`config.mk`:
```
export PLATFORM = sky130hd
export DESIGN_NAME = addr_cal_flat
export DESIGN_NICKNAME = d
export VERILOG_FILES = /design/src/rtl/addr_cal_if.sv /design/src/rtl/addr_cal.sv /design/src/flat_wrapper.sv
export SDC_FILE = /design/constraint.sdc
export NUM_CORES = 1
export LEC_CHECK = 0
export BUFFER_PORTS_ARGS = -buffer_cell sky130_fd_sc_hd__buf_2
export CORE_AREA = 2 2 132 134
export CTS_CLUSTER_DIAMETER = 200
export DETAILED_ROUTE_END_ITERATION = 8
export DIE_AREA = 0 0 134 136
export PLACE_DENSITY = 0.86
export RECOVER_POWER = 100
export SLEW_MARGIN = 20
export SYNTH_ARGS = -nofsm -noshare
export SYNTH_HDL_FRONTEND = slang
export SYNTH_SLANG_ARGS = --single-unit
```
`constraint.sdc`:
```
create_clock -name clk -period 0.8 [get_ports clk]
set_input_delay 0.08 -clock clk [delete_from_list [all_inputs] [get_ports clk]]
set_output_delay 0.08 -clock clk [all_outputs]
set_load 0.005 [all_outputs]
```
`src/rtl/addr_cal_if.sv`:
```
// Sprite address calculator bus: geometry, placement and raster position in,
// registered sprite-memory address and valid flag out.
interface addr_cal_if;
    logic [79:0] pattern_info;
    logic [31:0] sprite_info;
    logic [9:0]  hcount;
    logic [9:0]  vcount;
    logic [15:0] addr_output;
    logic        valid;

    modport master (
        output pattern_info,
        output sprite_info,
        output hcount,
        output vcount,
        input  addr_output,
        input  valid
    );

    modport slave (
        input  pattern_info,
        input  sprite_info,
        input  hcount,
        input  vcount,
        output addr_output,
        output valid
    );
endinterface

```
`src/rtl/addr_cal.sv`:
```
// Maps the current raster pixel onto a sprite-memory address, with
// power-of-two upscaling and horizontal flip; one cycle of latency.
module addr_cal (
    input  logic    clk,
    input  logic    reset_n,
    addr_cal_if.slave bus
);

    logic [15:0] w_append;
    logic [15:0] w_res_h;
    logic [15:0] w_res_v;
    logic [15:0] w_act_h;
    logic [15:0] w_act_v;
    logic        w_visible;
    logic        w_flip;
    logic [9:0]  w_x;
    logic [9:0]  w_y;

    assign w_append  = bus.pattern_info[79:64];
    assign w_res_h   = bus.pattern_info[63:48];
    assign w_res_v   = bus.pattern_info[47:32];
    assign w_act_h   = bus.pattern_info[31:16];
    assign w_act_v   = bus.pattern_info[15:0];
    assign w_visible = bus.sprite_info[31];
    assign w_flip    = bus.sprite_info[30];
    assign w_x       = bus.sprite_info[29:20];
    assign w_y       = bus.sprite_info[19:10];

    // {match, k}: smallest k in 0..3 with act == res << k
    function automatic logic [2:0] scale_of(
        input logic [15:0] act,
        input logic [15:0] res
    );
        logic [2:0] r;
        r = 3'b000;
        for (int k = 3; k >= 0; k--) begin
            if ({3'b000, act} == ({3'b000, res} << k))
                r = {1'b1, k[1:0]};
        end
        return r;
    endfunction

    logic [2:0]  w_sc_h;
    logic [2:0]  w_sc_v;
    logic [16:0] w_x_end;
    logic [16:0] w_y_end;
    logic        w_in_h;
    logic        w_in_v;
    logic [9:0]  w_dx;
    logic [9:0]  w_dy;
    logic        w_ok_h;
    logic        w_ok_v;
    logic [15:0] w_col;
    logic [15:0] w_col_f;
    logic [15:0] w_row;
    logic [31:0] w_prod;
    logic [15:0] w_addr;
    logic        w_valid;

    assign w_sc_h  = scale_of(w_act_h, w_res_h);
    assign w_sc_v  = scale_of(w_act_v, w_res_v);

    // 17-bit right/bottom edges so x + act never wraps
    assign w_x_end = {7'd0, w_x} + {1'b0, w_act_h};
    assign w_y_end = {7'd0, w_y} + {1'b0, w_act_v};

    assign w_in_h  = (bus.hcount >= w_x) &&
                     ({7'd0, bus.hcount} < w_x_end);
    assign w_in_v  = (bus.vcount >= w_y) &&
                     ({7'd0, bus.vcount} < w_y_end);

    assign w_dx    = bus.hcount - w_x;
    assign w_dy    = bus.vcount - w_y;

    // Unmatched scale falls back to 1:1 and clips at the stored size
    assign w_ok_h  = w_in_h &&
                     (w_sc_h[2] || ({6'd0, w_dx} < w_res_h));
    assign w_ok_v  = w_in_v &&
                     (w_sc_v[2] || ({6'd0, w_dy} < w_res_v));

    assign w_col   = {6'd0, w_dx} >> w_sc_h[1:0];
    assign w_row   = {6'd0, w_dy} >> w_sc_v[1:0];
    assign w_col_f = w_flip ? (w_res_h - 16'd1 - w_col) : w_col;

    assign w_prod  = w_row * w_res_h;
    assign w_addr  = w_append + w_prod[15:0] + w_col_f;

    assign w_valid = w_visible && w_ok_h && w_ok_v &&
                     (w_res_h != 16'd0) && (w_res_v != 16'd0);

    logic w_unused;
    assign w_unused = ^{bus.sprite_info[9:0], w_prod[31:16]};

    logic [15:0] r_addr;
    logic        r_valid;

    always_ff @(posedge clk or negedge reset_n) begin
        if (!reset_n) begin
            r_addr  <= 16'd0;
            r_valid <= 1'b0;
        end else begin
            r_valid <= w_valid;
            r_addr  <= w_valid ? w_addr : 16'd0;
        end
    end

    assign bus.addr_output = r_addr;
    assign bus.valid       = r_valid;

endmodule

```
`src/flat_wrapper.sv`:
```
// flat-port wrapper written by rule: the top's interface ports become plain ports
module addr_cal_flat 
  (clk, reset_n, bus_pattern_info, bus_sprite_info, bus_hcount, bus_vcount, bus_addr_output, bus_valid);
  addr_cal_if bus_i ();
  input  logic clk;
  input  logic reset_n;
  input wire logic [$bits(bus_i.pattern_info)-1:0] bus_pattern_info;
  input wire logic [$bits(bus_i.sprite_info)-1:0] bus_sprite_info;
  input wire logic [$bits(bus_i.hcount)-1:0] bus_hcount;
  input wire logic [$bits(bus_i.vcount)-1:0] bus_vcount;
  output wire logic [$bits(bus_i.addr_output)-1:0] bus_addr_output;
  output wire logic [$bits(bus_i.valid)-1:0] bus_valid;
  assign bus_i.pattern_info = bus_pattern_info;
  assign bus_i.sprite_info = bus_sprite_info;
  assign bus_i.hcount = bus_hcount;
  assign bus_i.vcount = bus_vcount;
  assign bus_addr_output = bus_i.addr_output;
  assign bus_valid = bus_i.valid;
  addr_cal u_core (.clk(clk), .reset_n(reset_n), .bus(bus_i));
endmodule
```
==> results of run 1 <==
## timing repair
action,4_1_cts
setup endpoints to repair,34
hold buffers,1
endpoints found under the hold margin,17
resized for setup,133
pin swaps,78
setup buffers,40
gates cloned,1
## per-stage QoR
stage	hold slack, ns	setup slack, ns	util	cells
detailed placement	0.0252	-7.43	0.794	1844
floorplan	-0.216	-6.73	-	1242
CTS	0.285	-6.98	0.854	1885
global placement	0.0165	-7.02	0.794	1844
## cells by family after synthesis
group / after synthesis
fa+ha+maj: 247
simple gates: 311
compound gates: 167
flops: 17
buf+inv: 285
mux: 30
xor+xnor: 185
## routing by layer
| layer | GRT overflow | global-route usage |
|---|---|---|
| met5 | 0 | 0.372 |
| met4 | 18 | 0.816 |
| met3 | 0 | 0.638 |
| met2 | 53 | 0.922 |
| met1 | 0 | 0.704 |
## Yosys cell counts (22+ instances only)
cell type / number / area, um2
inv_1: 212 / 796
fa_1: 99 / 1980
nand2_1: 82 / 308
a21oi_1: 50 / 250
o21ai_0: 32 / 160
and2_1: 58 / 363
xnor2_1: 119 / 1040
clkbuf_1: 65 / 244
nand4_1: 26 / 163
nor2_1: 51 / 191
ha_1: 148 / 1850
nor4_1: 22 / 138
xor2_1: 61 / 534
==> implementation parameters, run 1 <==
Parameter                              Value

Yosys
  Syn Inst Count ... 1242
  FFs w/ async S/R, synth ... 1.00
  Post-synth net total ... 1623
  #FFs+latches synth ... 17
  Adder-cell area share of the yosys netlist ... 0.380
  Main combinational cell family by area after synthesis ... adder cells
  Post-synth design cell area ... 0.0101 mm2
  Synth Area in Compound Gates ... 0.108
  Simple-Gate Fraction of Synth Area ... 0.161
  Sequential cell area fraction in the yosys report ... 0.0422
  Post-synth cell types ... 67
  XOR/XNOR Fraction of Synth Area ... 0.167
  Post-synth EDFFs ... 0
  Mux share of post-synthesis cell area ... 0.0345
  Primary flip-flop cell chosen by synthesis mapping ... dfrtp_1
  Synth Warn # ... 0
  Synthesized area per cell ... 8.12 um2

Floorplan
  Vertical die dimension ... 136 um
  Standard-cell row count ... 48
  Die width ... 134 um
  I/O pin total ... 151
  Initial core utilization ... 0.598

Timing
  Last worst endpoint in the global-route repair_timing ... u_core.bus.addr_output[15]$_DFF_PN0_/D
  Worst ep type ... sequential cell input

Outcome
  Stop err ... [ERROR GRT-0232] Routing congestion too high. Check the congestion heatmap in the GUI.
  Terminating stage of the flow ... global routing
  Outcome ... aborted with a tool error

Placement
  Port buffer count ... 140
  Gp weighted congestion ... 1.06
  HPWL after detailed placement ... 28700 um
  Placed cell area ... 0.0134 mm2

Clocking
  Maximum clock path buffer count ... 2
  Number of clock sinks ... 17
  Number of buffers created by CTS ... 3
  Clock root buffer master ... clkbuf_16
  Clock H-tree levels ... 1

Global routing
  Total congestion overflow after global routing ... 71
  Total routing resource utilization after global routing ... 0.757
  Maximum number of pins on one net before global-route repair ... 18
==> inputs of run 2 (changes only) <==
- CORE_AREA: 2 2 132 134 -> 2 2 162 164
- CTS_CLUSTER_DIAMETER: 200 -> default
- DIE_AREA: 0 0 134 136 -> 0 0 164 166
- PLACE_DENSITY: 0.86 -> default
- PLACE_DENSITY_LB_ADDON: default -> 0.15
==> implementation parameters, run 2 <==
Parameter                              Value

Critical path
  Crit. Startpoint ... bus_pattern_info[24]
  Start-to-end type of the worst setup path ... primary input to flip-flop
  CP max FO ... 6
  CP max-delay cell ... fa_1
  Peak per-stage delay on the critical path ... 0.51 ns
  Crit. End Element ... flip-flop
  Critical Path RT ... 0.95 ns
  Critical path data arrival time ... 7.77 ns
  Crit start category ... primary input
  Most frequent cell on the critical path ... buf_4

Min path
  Startpoint of the lowest-slack hold path ... bus_pattern_info[64]
  Worst min path class ... primary input to flip-flop
  Count of cells along the worst hold path ... 4

Timing
  Unrepaired setup endpoints after global routing ... yes
  Number of hold-slack violations in the final timing report ... 0
  Final setup violation count ... 32
  Worst-Margin Slew ... 0.693 ns
  Setup ws final ... -6.83 ns
  Worst hold margin ... 0.263 ns
  Fmax ... 131 MHz
  Ratio of final minimum period to clock period ... 9.54
  Number of pins exceeding their max-slew limit in the final report ... 0
  Period minus WS final ... 7.63 ns
  Max-Slew Margin vs Limit ... 0.537

Flow run
  Maximum capacitance violations ... 0

Yosys
  Sequential cell area fraction in the yosys report ... 0.0422 (unchanged)
  Synthesized area per cell ... 8.12 um2 (unchanged)
  Adder-cell area share of the yosys netlist ... 0.380 (unchanged)
  Mux share of post-synthesis cell area ... 0.0345 (unchanged)
  Cell types occupying the most area after synthesis ... fa_1, ha_1, xnor2_1
  Post-synth cell types ... 67 (unchanged)
  Most frequent cell after synthesis ... inv_1
  Synth Warn # ... 0 (unchanged)
  Simple-Gate Fraction of Synth Area ... 0.161 (unchanged)
  Area leader, netlist ... fa_1
  Main combinational cell family by area after synthesis ... adder cells
  XOR/XNOR Fraction of Synth Area ... 0.167 (unchanged)
  Post-synth net total ... 1623 (unchanged)
  Synth Area in Compound Gates ... 0.108 (unchanged)
  Syn Inst Count ... 1242 (unchanged)
  FFs w/ async S/R, synth ... 1.00 (unchanged)
  Primary flip-flop cell chosen by synthesis mapping ... dfrtp_1
  Top-area cell type share of the netlist area ... 0.196 (unchanged)
  Post-synth design cell area ... 0.0101 mm2 (unchanged)
  #FFs+latches synth ... 17 (unchanged)
  List of most frequent post-synthesis cells ... inv_1, ha_1, xnor2_1, fa_1, nand2_1
  Post-synth EDFFs ... 0 (unchanged)

Global routing
  Maximum number of pins on one net before global-route repair ... 18
  Via count of the first global-routing pass ... 10.2k
  Total congestion overflow after global routing ... 0
  Total routing resource utilization after global routing ... 0.232
  Number of antenna violations at the first check in global routing ... 0
  Wire length of the first global-routing pass ... 50700 um

Cells and area
  Number of antenna diodes ... 0
  Footprint of the flip-flops and latches ... 425 um2
  Proportion of layout cells with a drive suffix above 1 ... 0.409
  Area occupied by multi-input gates ... 0.00952 mm2
  Final core utilization ... 0.588
  NumNets Final ... 2069
  Filler cells ... 2325
  Commonest non-fill, non-tap cell in the layout ... buf_4
  Most frequent cells in the layout ... buf_4, inv_1, ha_1
  Signed area change from the synthesized netlist to the final layout ... 49.2%
  Number of flip-flops in the largest register ... 16

Placement
  Gp weighted congestion ... 0.939 (-12%)
  Port buffer count ... 140 (unchanged)
  HPWL after detailed placement ... 26700 um (-7.0%)
  Setup Slack @ Placement ... -7.32 ns (+0.112 ns)

Pwr
  Worst supply voltage drop on vdd ... 12900 uV
  Static leakage ... 7.72 nW
  Switching Share ... 0.445
  Part of the power in registers ... 0.016
  Part of the total power dissipated in the clock network ... 0.015
  Internal cell power ... 0.0376 W
  Sw power ... 0.0301 W
  Ratio of total power to cell area ... 4500 mW/mm2
  Logic pwr share ... 0.969

Floorplan
  Initial core utilization ... 0.394 (-0.204)
  Standard-cell row count ... 59 (+23%)
  Core box area ... 0.0256 mm2
  Die area ... 0.0272 mm2
  I/O pin total ... 151 (unchanged)
  Die width ... 164 um (+22%)
  Vertical die dimension ... 166 um (+22%)

Clocking
  Clock H-tree levels ... 1 (unchanged)
  Clock root buffer master ... clkbuf_16
  Number of buffers created by CTS ... 3 (unchanged)
  Maximum clock path buffer count ... 2 (unchanged)
  Number of clock sinks ... 17 (unchanged)
  CTS tree ... yes
  Clock edge transition at the registers on the reported setup and hold paths ... 0.05 ns

Route
  Number of vias per cell after detailed routing ... 4.82
  Number of iterations in the first detailed-routing pass ... 4
  Post-detailed-route DRC marker count ... 0
  Routed wire per std cell ... 15.5 um
  Via total after detailed routing ... 9754
  Total routed wirelength ... 31400 um
  Post-route antenna net violation count ... 0
  Iteration-0 DRC Markers ... 389

Outcome
  Outcome ... finished with violations
  Failing checks ... setup timing
-- run 2: kinds of logic (layout without fill, tap and decap cells) --
kind of cell             after synthesis  after routing
adder cells (fa/ha/maj)              247            247
buffers and inverters                285            730
XOR/XNOR                             185            185
AO/OA/AOI/OAI                        167            167
flip-flops                            17             17
multiplexers                          30             30
AND/OR/NAND/NOR                      311            311
-- run 2: routing by layer --
metal | vias to the layer above | part of all wire | GRT usage
met3 | 43 | 0.029 | 0.0132
met1 | 4630 | 0.45 | 0.301
met5 | - | 0 | 0
met2 | 187 | 0.50 | 0.418
met4 | 0 | 0.022 | 0.0534
li1 | 4894 | - | -
-- run 2: metrics by stage --
step	instances	total power [W]	cell area (um2)	TNS (ns)
floorplan	1242	0.0370	10500	-85.06
global placement	1979	0.0522	13700	-95.33
detailed placement	1979	0.0540	13700	-96.38
CTS	2013	0.0636	14500	-88.83
global route	2022	0.0717	15100	-92.33
finish	2022	0.0678	15100	-87.89
-- run 2: what timing repair did --
item                                    4_1_cts  5_1_grt
pin swaps                                    44       59
endpoints found under the setup margin       34       34
gates cloned                                  0        1
hold endpoints to repair                     17        0
hold buffers                                  1        0
resized for setup                           114       90
buffers inserted                             31        8
-- run 2: layout make-up --
class                           instances  area share
Clock buffer                            4     0.00524
Tap cell                              335      0.0278
Inverter                              214      0.0546
Multi-Input combinational cell        940       0.633
Sequential cell                        17      0.0283
Timing Repair Buffer                  512       0.251
-- run 2: path summary, 6_finish.rpt --
path / end
setup / recovery: u_core.bus.addr_output[15]
hold / removal: u_core.bus.addr_output[0]
max in group asynchronous: u_core.bus.addr_output[14]
min in group asynchronous: u_core.bus.valid
-- run 2: critical path: cells and delay by family --
family | cells | cell delay (ns)
compound gates | 8 | 1.48
xor+xnor | 5 | 0.82
fa+ha+maj | 7 | 2.83
buf+inv | 11 | 1.24
mux | 2 | 0.61
simple gates | 5 | 0.69
-- run 2: power groups by stage --
stage	combinational (W)	sequential [W]	clock, W
floorplan	0.0359	0.00112	0
global placement	0.0511	0.00108	0
detailed placement	0.0529	0.00108	0
CTS	0.0615	0.00107	0.00104
global route	0.0695	0.00107	0.00107
finish	0.0657	0.00107	0.00103
Note: power is estimated with default switching activity, not from simulation.
